### src/rtl/skid_pipe_reg.sv
// Two-entry skid pipeline register: registered handshake outputs, full throughput,
// synchronous flush and asynchronous active-low reset.
module skid_pipe_reg #(
  parameter int unsigned       WIDTH      = 151,
  parameter logic [WIDTH-1:0]  RESET_DATA = '0
) (
  input  logic             clk,
  input  logic             reset,
  input  logic             flush,
  input  logic             in_valid,
  output logic             in_ready,
  input  logic [WIDTH-1:0] in_data,
  output logic             out_valid,
  input  logic             out_ready,
  output logic [WIDTH-1:0] out_data,
  output logic [1:0]       count
);

  // State encoding equals the number of held entries, so count is the state register.
  typedef enum logic [1:0] {
    StEmpty = 2'd0,
    StBusy  = 2'd1,
    StFull  = 2'd2
  } state_e;

  state_e           state_q, state_d;
  logic [WIDTH-1:0] main_q, main_d;
  logic [WIDTH-1:0] skid_q, skid_d;
  logic             in_xfer, out_xfer;

  assign in_ready  = (state_q != StFull);
  assign out_valid = (state_q != StEmpty);
  assign out_data  = main_q;
  assign count     = state_q;

  assign in_xfer  = in_valid & in_ready;
  assign out_xfer = out_valid & out_ready;

  always_comb begin
    state_d = state_q;
    main_d  = main_q;
    skid_d  = skid_q;
    if (flush) begin
      // Held entries and any coincident input are dropped; data registers keep their value.
      state_d = StEmpty;
    end else begin
      unique case (state_q)
        StEmpty: begin
          if (in_xfer) begin
            state_d = StBusy;
            main_d  = in_data;
          end
        end
        StBusy: begin
          if (in_xfer && out_xfer) begin
            main_d = in_data;
          end else if (in_xfer) begin
            state_d = StFull;
            skid_d  = in_data;
          end else if (out_xfer) begin
            state_d = StEmpty;
          end
        end
        StFull: begin
          if (out_xfer) begin
            state_d = StBusy;
            main_d  = skid_q;
          end
        end
        default: state_d = StEmpty;
      endcase
    end
  end

  always_ff @(posedge clk or negedge reset) begin
    if (!reset) begin
      state_q <= StEmpty;
      main_q  <= RESET_DATA;
      skid_q  <= RESET_DATA;
    end else begin
      state_q <= state_d;
      main_q  <= main_d;
      skid_q  <= skid_d;
    end
  end

endmodule

### config.mk
export PLATFORM = sky130hd
export DESIGN_NAME = skid_pipe_reg
export DESIGN_NICKNAME = d
export VERILOG_FILES = /design/src/rtl/skid_pipe_reg.sv
export SDC_FILE = /design/constraint.sdc
export NUM_CORES = 1
export LEC_CHECK = 0
export CELL_PAD_IN_SITES_DETAIL_PLACEMENT = 0
export CELL_PAD_IN_SITES_GLOBAL_PLACEMENT = 1
export CORE_MARGIN = 8
export CORE_UTILIZATION = 42
export CTS_CLUSTER_SIZE = 12
export DETAILED_ROUTE_END_ITERATION = 8
export GPL_TIMING_DRIVEN = 1
export PLACE_DENSITY_LB_ADDON = 0.1
export SYNTH_ARGS = -nofsm -noshare
export SYNTH_HDL_FRONTEND = slang
export SYNTH_SLANG_ARGS = --single-unit
export TNS_END_PERCENT = 20
### constraint.sdc
create_clock -name clk -period 3.9 [get_ports clk]
set_input_delay 0.78 -clock clk [delete_from_list [all_inputs] [get_ports clk]]
set_output_delay 0.78 -clock clk [all_outputs]
set_load 0.05 [all_outputs]
After elaboration in Yosys (flattened, before gate mapping)
Cells that the tools add are included.

word-level totals
  logic and storage cells = 35
  output and inout port bits = 155
  register bits = 304
  input port bits = 156

cells by class
  reductions and logical operators = 7
  multiplexer cells = 11
  eq/ne operators = 10
  bitwise logic cells = 4

operator list
  cell                number
  $mux 151            3
  $pmux 151 s3        1
  $mux 2              6
  $ne 3x3->1 const B  3
  $ne 2x2->1 const B  4
  $reduce_and 4->1    2
  $pmux 2 s3          1
  $reduce_and 5->1    1
  $ne 4x4->1 const B  1
  $reduce_bool 3->1   1
  $and 1x1->1         2
  $eq 2x1->1 const B  1
  $eq 2x2->1 const B  1
  $logic_not 2->1     1
  $not 1->1           2
  $reduce_bool 2->1   1
  $logic_and 1x1->1   1

Longest topological paths before layout
  word-level depth = 7
  mapped depth = 8
  gate-level depth less buffers = 5

Worst setup path after synthesis
OpenSTA, ideal clock, no wires.

  path kind = register to output
  from = register state_q[1] (netlist: count[1])
  to = output in_ready
  cell stages (with the launch flop) = 5
  data arrival time = 1.709 ns
  data required time = 3.120 ns
  slack = 1.411 ns
  buffers on the path = 2
  cell sequence = dfrtp_1 -> nor2b_1 -> buf_2 -> inv_2 -> clkbuf_1

on the way
  longest elaborated chain between the ends = 1

ends and longest elaborated chain
  element                 line  text
  start, declared         26    state_e state_q, state_d;
  start signal, assigned  77    state_q <= StEmpty;
  start signal, assigned  81    state_q <= state_d;
  $ne 2x2->1              31    assign in_ready = (state_q != StFull);
  end, declared           11    output logic in_ready,

No other way between the ends.

Worst setup path in the final report
Same ends and word-level chain as after synthesis.

==> metrics.csv <==
metric,value,unit
register area share after synthesis,57.5,%
global-route wire length before repair,55.0,mm
layout cell share with drive strength beyond 1,18.5,%
root buf cell,clkbuf_16,
WP data arrival,2.06,ns
row cnt,65,
Layout Skew,0.00707,ns
RSZ-0062 raised after global routing,no,
GRT Total Usage,17.9,%
mux share of post-synthesis cell area,25.7,%
min cycle time layout,2.84,ns
vias after detailed routing,9124,
"commonest cells after routing, fill and taps aside","nand2_1 (455), clkdlybuf4s50_1 (309), dfrtp_1 (304), mux2_2 (203), mux2_1 (99)",
WS Path Type,register to output port,
cell taking the most area after synthesis,dfrtp_1,
synth warn,0,
dominant synthesized flop cell,dfrtp_1,
grt total ovfl,0,
CP Data Required Time,3.12,ns
hold_buf cts,0,
vias in the first global route,9719,
vias per cell,4.91,
largest net degree at the start of global routing,153,
TritonRoute pass-1 iters,4,
Yosys cell types,22,
CP startpoint kind,register,
hold crit path type,primary input to asynchronous set/reset pin,
PortBufs,310,
Synth top area share,57.5,%
Final ANT Viol Nets,0,
total routed wirelength,33.9,mm
Die Area,0.0375,mm^2
Nets,1590,
clock tree buffer depth,3,
Tcrit/Tclk final,72.8,%
Final Hold Fails,0,
asr flop ratio synth,100,%
Area Growth Syn to Fin,33.9,%
width of the chip,194,um
routing usage on met3,5.85,%
"Core Util, Final",56.6,%
status,"complete, no violations",
syn nets,1296,
number of synthesized flops with an enable pin,0,
TritonCTS clock tree,done,
post-CTS setup repair buffer count,0,
H-tree depth,2,
Crit. End Element,output port,
GR peak layer,met2,
Slew @ Worst Pin,0.848,ns
Post-Synth Simple-Gate Area,13.3,%
Rel. slew slack,43.5,%
max cap viols,0,
adder-cell area share of the yosys netlist,0,%
Post-Syn Instances,1140,
largest family of logic cells by synthesized area,multiplexers,
setup TNS,0,ns
Initial DRC Count,456,
number of clock sinks,304,
post-CTS resize count,0,
FMAX,0.352,GHz
crit path max fanout,7,
core footprint,0.0313,mm^2
initial antenna violation count,7,
GR Util met1,23.8,%
cell area after synthesis,0.0132,mm^2
Compound-Gate Fraction of Synth Area,0.265,%
Die Span Y,194,um
io pins,311,
global-route met2 utilization,28.2,%
post-DP HPWL,21.6,mm
Max Slew Vio Count,0,
Mean Syn Cell Area,11.6,um^2
synth top area cells,"dfrtp_1 (57%), mux2_2 (17%), nand2_1 (13%)",
worst vdd ir,0.382,mV
clk_lat worst skew,0.50,ns
"Clk pin slew, worst setup/hold paths",0.06,ns
fillers,2708,
"commonest non-fill, non-tap cell in the layout",nand2_1,
PwrDens,591,mW/mm^2
GPL Wtd Cong,0.727,
CTS Buf Count,35,
xor-xnor portion of the synthesized cell area,0,%
Initial Util,42.3,%
setup violators final,0,
drc violations,0,
routed length per instance,18.2,um
Static Leakage,8.02,nW
number of synthesized register bits,304,
-- layer usage --
layer / wire (um) / vias to the layer above
met5: 66 / -
met4: 499 / 10
met3: 2190 / 49
met2: 15500 / 206
met1: 15600 / 4530
li1: - / 4329
-- where the power goes --
| group | internal, mW | switching (mW) |
|---|---|---|
| Sequential | 3.93 | 0.400 |
| Combinational | 1.27 | 1.78 |
| Clock | 1.89 | 1.22 |
-- stage by stage --
step           instances  hold slack (ns)  instance area, um^2  total power, mW  setup WS [ns]
2_1_floorplan       1140            0.458                13200             6.26           1.41
3_3_place_gp        1799            0.466                16600             7.40           1.07
3_5_place_dp        1799            0.475                16600             7.47           1.02
4_1_cts             1858            0.352                17700             10.6           1.02
5_1_grt             1860            0.359                17700             11.0          0.987
6_report            1860            0.301                17700             10.5           1.06
-- sequential cells by signal, summed over array words and instances, names as in the netlist --
register / flops
out_data: 151
count: 2
skid_q: 151
-- kinds of logic (layout without fill, tap and decap cells) --
| group | count (synthesis) | after routing |
|---|---|---|
| other | 0 | 2 |
| buffers and inverters | 66 | 382 |
| flip-flops | 304 | 304 |
| multiplexers | 302 | 302 |
| AO/OA/AOI/OAI | 5 | 5 |
| AND/OR/NAND/NOR | 463 | 463 |
-- critical path, cell delays in order (launching register included) --
cell             delay [ns]
dfrtp_1                0.46
nor2b_4                0.19
inv_4                  0.10
clkdlybuf4s50_1        0.81
-- worst paths after layout --
check | from | cells after the start | to | slack, ns
min in group clk | skid_q[139] | 1 | skid_q[139] | 0.48
setup / recovery | count[1] | 3 | in_ready | 1.06
max in group asynchronous | reset | 2 | skid_q[129] | 2.55
hold reg to reg | skid_q[139] | 1 | skid_q[139] | 0.48
setup reg to reg | count[0] | 5 | out_data[128] | 1.86
hold / removal | reset | 1 | skid_q[92] | 0.30
-- synth_stat cells, types with 2 or more instances --
library cell and count:
a21oi_1 2, buf_4 3, buf_6 18, buf_2 30, clkbuf_1 13, nand2_1 455, mux2_2 203, mux2_1 99
dfrtp_1 304
-- cell type report --
type / count / area, um^2 / share of cell area (%)
repair buffers: 322 / 3300 / 18.6
diodes: 2 / 5.00 / 0.0282
inverters: 1 / 6.26 / 0.0353
multi-input cells: 770 / 5220 / 29.4
flip-flops and latches: 304 / 7610 / 42.9
well taps: 402 / 503 / 2.84
clock buffers: 53 / 1040 / 5.84
clock inverters: 6 / 55.1 / 0.310
No activity file was read; power rests on OpenSTA's default activity.
